### src/rtl/exc_pkg.sv
// rtl/exc_pkg.sv - shared types and constants for the exception sequencing stage
package exc_pkg;

    typedef enum logic [1:0] {
        IDLE    = 2'd0,
        TAKE    = 2'd1,
        HANDLER = 2'd2
    } exc_state_t;

    localparam logic [3:0] ESR_NONE  = 4'h0;
    localparam logic [3:0] ESR_IRQ   = 4'h1;
    localparam logic [3:0] ESR_INVOP = 4'h2;

    localparam logic [63:0] EXC_VECTOR = 64'h0000_0000_0000_00D8;

endpackage

### src/rtl/sync_ff.sv
// rtl/sync_ff.sv - multi-flop level synchronizer for a single asynchronous input
module sync_ff #(
    parameter int STAGES = 2
) (
    input  logic clk,
    input  logic rst_n,
    input  logic d,
    output logic q
);

    logic [STAGES-1:0] chain;

    always_ff @(posedge clk or negedge rst_n) begin
        if (!rst_n) begin
            chain <= '0;
        end else begin
            chain <= {chain[STAGES-2:0], d};
        end
    end

    assign q = chain[STAGES-1];

endmodule

### src/rtl/exception_ctrl.sv
// rtl/exception_ctrl.sv - exception/interrupt sequencer: captures ELR/ESR, vectors fetch, acks IRQs
module exception_ctrl
    import exc_pkg::*;
#(
    parameter int                PC_W        = 64,
    parameter int                ESR_W       = 4,
    parameter logic [PC_W-1:0]   EXC_VECTOR  = PC_W'(exc_pkg::EXC_VECTOR),
    parameter int                SYNC_STAGES = 2,
    parameter logic [ESR_W-1:0]  ESR_IRQ     = ESR_W'(exc_pkg::ESR_IRQ)
) (
    input  logic             clk,
    input  logic             reset,
    input  logic             Exc,
    input  logic [ESR_W-1:0] EStatus,
    input  logic             Eret,
    input  logic             ExtIRQ,
    input  logic [PC_W-1:0]  PC,
    output logic             ExcAck,
    output logic             ExtIAck,
    output logic             PCSelExc,
    output logic [PC_W-1:0]  EVAddr,
    output logic [PC_W-1:0]  ELR,
    output logic [ESR_W-1:0] ESR,
    output logic             InHandler,
    output logic             DoubleFault
);

    exc_state_t       state, state_nxt;
    logic [PC_W-1:0]  elr_q;
    logic [ESR_W-1:0] esr_q, esr_nxt;
    logic             elr_we, esr_we;
    logic             take_irq, take_irq_nxt;
    logic             irq_s, irq_rearm, irq_pending;
    logic             rearm_clr, df_set;

    sync_ff #(
        .STAGES (SYNC_STAGES)
    ) u_irq_sync (
        .clk   (clk),
        .rst_n (reset),
        .d     (ExtIRQ),
        .q     (irq_s)
    );

    assign irq_pending = irq_s && irq_rearm && (state == IDLE);

    always_comb begin
        state_nxt    = state;
        elr_we       = 1'b0;
        esr_we       = 1'b0;
        esr_nxt      = esr_q;
        take_irq_nxt = take_irq;
        rearm_clr    = 1'b0;
        df_set       = 1'b0;
        unique case (state)
            IDLE: begin
                // A synchronous exception wins; the IRQ stays pending for after ERET.
                if (Exc) begin
                    elr_we       = 1'b1;
                    esr_we       = 1'b1;
                    esr_nxt      = EStatus;
                    take_irq_nxt = 1'b0;
                    state_nxt    = TAKE;
                end else if (irq_pending) begin
                    elr_we       = 1'b1;
                    esr_we       = 1'b1;
                    esr_nxt      = ESR_IRQ;
                    take_irq_nxt = 1'b1;
                    rearm_clr    = 1'b1;
                    state_nxt    = TAKE;
                end
            end
            TAKE: begin
                state_nxt = HANDLER;
            end
            HANDLER: begin
                if (Exc) begin
                    df_set       = 1'b1;
                    esr_we       = 1'b1;
                    esr_nxt      = EStatus;
                    take_irq_nxt = 1'b0;
                    state_nxt    = TAKE;
                end else if (Eret) begin
                    state_nxt = IDLE;
                end
            end
            default: begin
                state_nxt = IDLE;
            end
        endcase
    end

    always_ff @(posedge clk or negedge reset) begin
        if (!reset) begin
            state       <= IDLE;
            elr_q       <= '0;
            esr_q       <= '0;
            take_irq    <= 1'b0;
            irq_rearm   <= 1'b1;
            DoubleFault <= 1'b0;
        end else begin
            state    <= state_nxt;
            take_irq <= take_irq_nxt;
            if (elr_we) elr_q <= PC;
            if (esr_we) esr_q <= esr_nxt;
            if (df_set) DoubleFault <= 1'b1;
            // Re-arming only on an observed low keeps a held request from being acked twice.
            if (!irq_s) begin
                irq_rearm <= 1'b1;
            end else if (rearm_clr) begin
                irq_rearm <= 1'b0;
            end
        end
    end

    assign ExcAck    = (state == TAKE);
    assign PCSelExc  = (state == TAKE);
    assign ExtIAck   = (state == TAKE) && take_irq;
    assign InHandler = (state == HANDLER);
    assign EVAddr    = EXC_VECTOR;
    assign ELR       = elr_q;
    assign ESR       = esr_q;

endmodule

### config.mk
export PLATFORM = sky130hd
export DESIGN_NAME = exception_ctrl
export DESIGN_NICKNAME = d
export VERILOG_FILES = /design/src/rtl/exc_pkg.sv /design/src/rtl/sync_ff.sv /design/src/rtl/exception_ctrl.sv
export SDC_FILE = /design/constraint.sdc
export NUM_CORES = 1
export LEC_CHECK = 0
export CORE_AREA = 4 4 88 90
export DETAILED_ROUTE_END_ITERATION = 7
export DIE_AREA = 0 0 92 94
export DONT_BUFFER_PORTS = 1
export SYNTH_ARGS = -nofsm -noshare
export SYNTH_HDL_FRONTEND = slang
export SYNTH_SLANG_ARGS = --single-unit
### constraint.sdc
create_clock -name clk -period 3.2 [get_ports clk]
set_input_delay 0.32 -clock clk [delete_from_list [all_inputs] [get_ports clk]]
set_output_delay 0.32 -clock clk [all_outputs]
set_load 0.01 [all_outputs]
==> impl_metrics.env, run 1 <==
export IMPL_syn_avg_cell_area_um2=13.7
export IMPL_powerDensity_mw_per_mm2=1010
export IMPL_drv_slew=0
export IMPL_wirelength_mm=5.66
export IMPL_worst_clock_skew_ps=9.26
export IMPL_worstHoldPathType="primary input to flop"
export IMPL_viasPerCell=4.50
export IMPL_hold_violations=0
export IMPL_worst_slew_pin_transition_ps=531
export IMPL_drtPass1Iterations=3
export IMPL_synth_most_common_cell="dfrtp_1"
export IMPL_htreeDepth=3
export IMPL_postRouteAntennaNets=0
export IMPL_synth_common_cells="dfrtp_1, buf_4, mux2_2"
export IMPL_crit_arrival_ps=1600
export IMPL_core_mm2=0.00706
export IMPL_period_share=0.601
export IMPL_die_area_mm2=0.00865
export IMPL_min_delay_worst_endpoint="DoubleFault"
export IMPL_die_w_um=92
export IMPL_synth_top_area_cell="dfrtp_1"
export IMPL_die_y_um=94
export IMPL_synthCells=243
export IMPL_synth_top_area_frac=0.556
export IMPL_route_detailed_drc=0
export IMPL_antennaDiodeCount=0
export IMPL_fin_crit_ps=1920
export IMPL_synth_area_leaders="dfrtp_1, mux2_2, buf_4, buf_6, nand2_1"
export IMPL_startpoint_type="flop"
export IMPL_ioPinCount=210
export IMPL_ys_ff_latch=75
export IMPL_leakage_nw=1.54
export IMPL_grt_pass1_wl_mm=8.24
export IMPL_min_delay_start="Exc"
export IMPL_synth_edf_count=0
export IMPL_peakVddDrop_mv=0.520
export IMPL_setup_worst_path_start="state[0]"
export IMPL_synthFlopType="dfrtp_1"
export IMPL_numCtsBuffers=9
export IMPL_r2r_end="ELR[32]"
export IMPL_start_util=0.472
export IMPL_timing_rr_start="irq_rearm"
export IMPL_syn_to_final_growth_pct=2.33
export IMPL_dp_hpwl_mm=4.18
export IMPL_clock_path_buffers=2
export IMPL_tns_ps=0
export IMPL_path_class="flop to output pin"
export IMPL_rrSetupSlack_ps=1500
export IMPL_clkSinkCount=75
export IMPL_yosysUniqueCellTypes=20
export IMPL_relSlewSlack=0.645
export IMPL_ctsRootBufferMaster="clkbuf_8"
export IMPL_wl_per_cell_um=16.0
export IMPL_grt_pass1_vias=1615
export IMPL_nets=322
export IMPL_vias=1588
export IMPL_clk_pin_slew_ps=70
export IMPL_crit_fanout=8
export IMPL_postCtsSetupBuffers=0
export IMPL_postCtsHoldBufs=3
export IMPL_max_freq_ghz=0.520
export IMPL_rsz0062_at_grt="false"
export IMPL_grt_max_degree=76
export IMPL_cts_resized=0
export IMPL_numPortBuffers=0
export IMPL_synthesis_area_mm2=0.00333
export IMPL_async_flop_share=1.00
export IMPL_drt_iter0_markers=54
export IMPL_status="complete, no violations"
export IMPL_holdPathStages=1
export IMPL_yosys_warnings=0
export IMPL_core_rowCount=31
export IMPL_globalRouteOverflowTotal=0
export IMPL_setup_viol=0
export IMPL_cts_tree="yes"
export IMPL_nFillCells=666
export IMPL_r2r_cells=4
export IMPL_track_usage=0.127
export IMPL_final_layout_size_suffix_gt1_frac=0.331
export IMPL_max_cap_violations=0
export IMPL_antenna_found_initial=0
export IMPL_synth_seq_area_share=0.564
export IMPL_gp_congestion=0.678
export IMPL_cp_end_kind="output pin"
export IMPL_clock_latency_ps=330
export IMPL_required_ps=2880
export IMPL_stdcell_count=353
export IMPL_dpl_cell_count=334
==> layout by cell type, fill, tap and decap left out <==
cell / Yosys / routed
and4bb_2: 1 / 1
dlygate4sd3_1: 0 / 2
a21o_1: 2 / 2
buf_4: 65 / 2
o31ai_1: 1 / 1
nand2_1: 9 / 9
bufinv_16: 0 / 2
and2_1: 1 / 1
a21oi_1: 1 / 1
dfrtp_1: 74 / 74
conb_1: 2 / 64
nand2b_1: 1 / 1
clkbuf_8: 0 / 10
a31oi_1: 1 / 1
inv_1: 1 / 1
nor2_1: 5 / 5
nor3_4: 1 / 1
nor2b_1: 2 / 2
buf_16: 0 / 1
clkinv_4: 0 / 1
mux2_2: 64 / 64
dfstp_2: 1 / 1
clkbuf_1: 0 / 2
clkinv_2: 0 / 1
o21ai_0: 4 / 4
==> report_power, final <==
group          internal (mW)  switching, mW  total, mW
Clock                  0.461          0.327      0.788
Sequential              1.40          0.530       1.93
Combinational          0.427          0.284      0.712
==> area by class of cell <==
type	count	area, um^2	area share
clock buffers	12	145	0.0426
flip-flops and latches	75	1880	0.551
well taps	99	124	0.0363
clock inverters	4	73.8	0.0217
multi-input cells	157	1120	0.329
inverters	1	3.75	0.00110
repair buffers	5	62.6	0.0184
==> worst max path at each step <==
stage                          to  slack [ps]
after global routing      ExtIAck        1110
after global placement    ELR[12]        1530
after floorplan            ELR[0]        1570
final                     ExtIAck        1280
after CTS                 ExtIAck        1240
after detailed placement  ELR[32]        1510
==> registers in the layout, indices dropped and copies added, names as in the netlist <==
signal,cells
DoubleFault,1
ELR,64
irq_rearm,1
take_irq,1
state,2
ESR,4
u_irq_sync.chain,2
==> metrics by stage <==
stage                util  instance area, um^2  total power [mW]  hold WS [ps]  worst slack (ps)
finish              0.483                 3410              3.43          98.3              1280
global route        0.483                 3410              3.65          69.9              1110
CTS                 0.483                 3410              3.50          68.2              1240
detailed placement  0.445                 3140              2.66          26.2              1510
global placement    0.445                 3140              2.64          26.4              1530
floorplan               -                 3560              2.58          24.4              1570
==> kinds of logic after synthesis <==
logic type             synth area share
AOI/OAI and AO/OA                0.0162
buffers and inverters             0.169
other                           0.00225
muxes                             0.216
DFF                               0.564
and+or+nand+nor                  0.0319
==> layer usage <==
metal	vias to the layer above	GRT usage	wire length [um]
met2	121	0.186	2650
li1	695	-	-
met4	0	0.0780	119
met1	761	0.130	1930
met3	11	0.0905	958
met5	-	0	0
==> critical path: stages (launching register included) <==
cell     delay, ps
dfrtp_1        510
nor2b_1        500
and2_1         260
Power figures use the tool's default switching activity.
==> run 2, diff against run 1 <==
--- a/config.mk
+++ b/config.mk
@@ -9,6 +9,7 @@
 export DETAILED_ROUTE_END_ITERATION = 7
 export DIE_AREA = 0 0 92 94
 export DONT_BUFFER_PORTS = 1
+export PLACE_DENSITY = 0.65
 export SYNTH_ARGS = -nofsm -noshare
 export SYNTH_HDL_FRONTEND = slang
 export SYNTH_SLANG_ARGS = --single-unit
==> constraint.sdc (replaced) <==
create_clock -name clk -period 1.65 [get_ports clk]
set_input_delay 0.165 -clock clk [delete_from_list [all_inputs] [get_ports clk]]
set_output_delay 0.165 -clock clk [all_outputs]
set_load 0.01 [all_outputs]
==> run 2 against run 1 <==
The flow now finishes with violations (hold timing). First-iteration DRC count is 17% lower. Wire length is 24% higher. Clock-buffer cell count fell by 1. Clock power up 50%.
==> impl_metrics.env, run 2 (synthesis gave the netlist of run 1 again) <==
export IMPL_drtPass1Iterations=4
export IMPL_vias=1905
export IMPL_viasPerCell=4.48
export IMPL_antenna_found_initial=0
export IMPL_crit_chain="a21oi_1 -> nor3_4 -> buf_6 -> buf_12 -> mux2_2"
export IMPL_numCtsBuffers=9
export IMPL_postCtsHoldBufs=70
export IMPL_postRouteAntennaNets=0
export IMPL_ctsRootBufferMaster="clkbuf_8"
export IMPL_gp_congestion=0.669
export IMPL_cts_tree="yes"
export IMPL_path_buf_inv=2
export IMPL_path_class="flop to flop"
export IMPL_fin_crit_ps=1580
export IMPL_clock_path_buffers=2
export IMPL_final_layout_size_suffix_gt1_frac=0.273
export IMPL_peakVddDrop_mv=0.757
export IMPL_crit_fanout=17
export IMPL_powerDensity_mw_per_mm2=1620
export IMPL_die_y_um=94
export IMPL_track_usage=0.151
export IMPL_r2r_cells=5
export IMPL_finalPower_mw=6.65
export IMPL_grt_pass1_wl_mm=10.1
export IMPL_worst_hold_slack_ps=-482
export IMPL_pre_cts_ws_ps=44.5
export IMPL_leakage_nw=1.83
export IMPL_clock_latency_ps=330
export IMPL_core_rowCount=31
export IMPL_critical_path_max_stage_delay_ps=550
export IMPL_die_area_mm2=0.00865
export IMPL_wl_per_cell_um=16.5
export IMPL_largest_register_ffs=64
export IMPL_start_util=0.472
export IMPL_max_cap_violations=0
export IMPL_setup_viol=0
export IMPL_route_detailed_drc=0
export IMPL_status="complete, but fails checks"
export IMPL_cp_slowest_cell="dfstp_2"
export IMPL_path_delay_family="flip-flops"
export IMPL_crit_arrival_ps=1800
export IMPL_grt_pass1_vias=1968
export IMPL_finalWorstSetupSlack_ps=66.7
export IMPL_violations="hold timing"
export IMPL_required_ps=1870
export IMPL_numPortBuffers=0
export IMPL_dpl_cell_area_mm2=0.00317
export IMPL_globalRouteOverflowTotal=0
export IMPL_nets=394
export IMPL_max_freq_ghz=0.632
export IMPL_worstHoldPathType="primary input to asynchronous set/reset pin"
export IMPL_core_mm2=0.00706
export IMPL_drt_iter0_markers=45
export IMPL_grt_max_degree=76
export IMPL_clk_pin_slew_ps=80
export IMPL_mostFrequentLayoutCells="dfrtp_1, dlygate4sd3_1, mux2_2, conb_1"
export IMPL_htreeDepth=3
export IMPL_wirelength_mm=7.00
export IMPL_drv_slew=0
export IMPL_dpl_cell_count=335
export IMPL_worst_clock_skew_ps=7.70
export IMPL_final_common_cell="dfrtp_1"
export IMPL_worst_path_stages=5
export IMPL_startpoint_type="flop"
export IMPL_stdcell_count=425
export IMPL_dp_hpwl_mm=4.30
export IMPL_hold_violations=75
export IMPL_period_share=0.960
export IMPL_fin_area_mm2=0.00411
export IMPL_die_w_um=92
export IMPL_fin_util=0.583
export IMPL_cp_end_kind="flop"
export IMPL_syn_to_final_growth_pct=23.5
export IMPL_antennaDiodeCount=0
export IMPL_clkSinkCount=75
export IMPL_ioPinCount=210
## run 2: changes by cell type in the layout (fill, tap and decap cells not counted), moves of 2 or more
cell	previous run	this run
buf_12	0	2
bufinv_16	2	0
clkbuf_16	0	2
clkinv_2	1	3
clkinvlp_4	0	2
dlygate4sd3_1	2	70
## run 2: where the power goes
| group | internal [mW] | total (mW) | leakage (nW) | switching, mW |
|---|---|---|---|---|
| logic | 1.08 | 1.71 | 0.873 | 0.627 |
| clock network | 0.539 | 1.18 | 0.0791 | 0.646 |
| registers | 2.71 | 3.75 | 0.876 | 1.04 |
## run 2: through the flow
| stage | setup TNS (ps) | hold slack [ps] |
|---|---|---|
| floorplan | 0 | -131 |
| global placement | 0 | -128 |
| detailed placement | 0 | -129 |
| CTS | 0 | -507 |
| global route | -122 | -511 |
| finish | 0 | -482 |
## run 2: metal layers
| layer | track usage | part of all wire |
|---|---|---|
| met5 | 0 | 0 |
| met4 | 0.0631 | 0.0097 |
| met3 | 0.0633 | 0.12 |
| met2 | 0.263 | 0.52 |
| met1 | 0.161 | 0.35 |
## run 2: cell type report
| type | instances | area (um^2) |
|---|---|---|
| Multi-Input combinational cell | 157 | 1130 |
| Clock buffer | 11 | 131 |
| Fill cell | 578 | 2950 |
| Inverter | 1 | 3.75 |
| Timing Repair Buffer | 77 | 817 |
| Sequential cell | 75 | 1880 |
| Clock inverter | 5 | 30.0 |
| Tap cell | 99 | 124 |
## run 2: path summary, 6_finish.rpt
kind / end / startpoint / slack [ps]
worst min register to register: u_irq_sync.chain[1] / u_irq_sync.chain[0] / 360
worst min-delay path: ELR[3] / reset / -480
max in group asynchronous: irq_rearm / reset / 1910
worst max register to register: ELR[62] / irq_rearm / 70
worst max-delay path: ELR[62] / irq_rearm / 70
min in group clk: state[1] / Eret / 60
## run 2: what timing repair did
item	in CTS	in global routing
setup endpoints to repair	1	51
buffers inserted	0	2
resized for setup	1	2
cloned	0	2
endpoints found under the hold margin	147	75
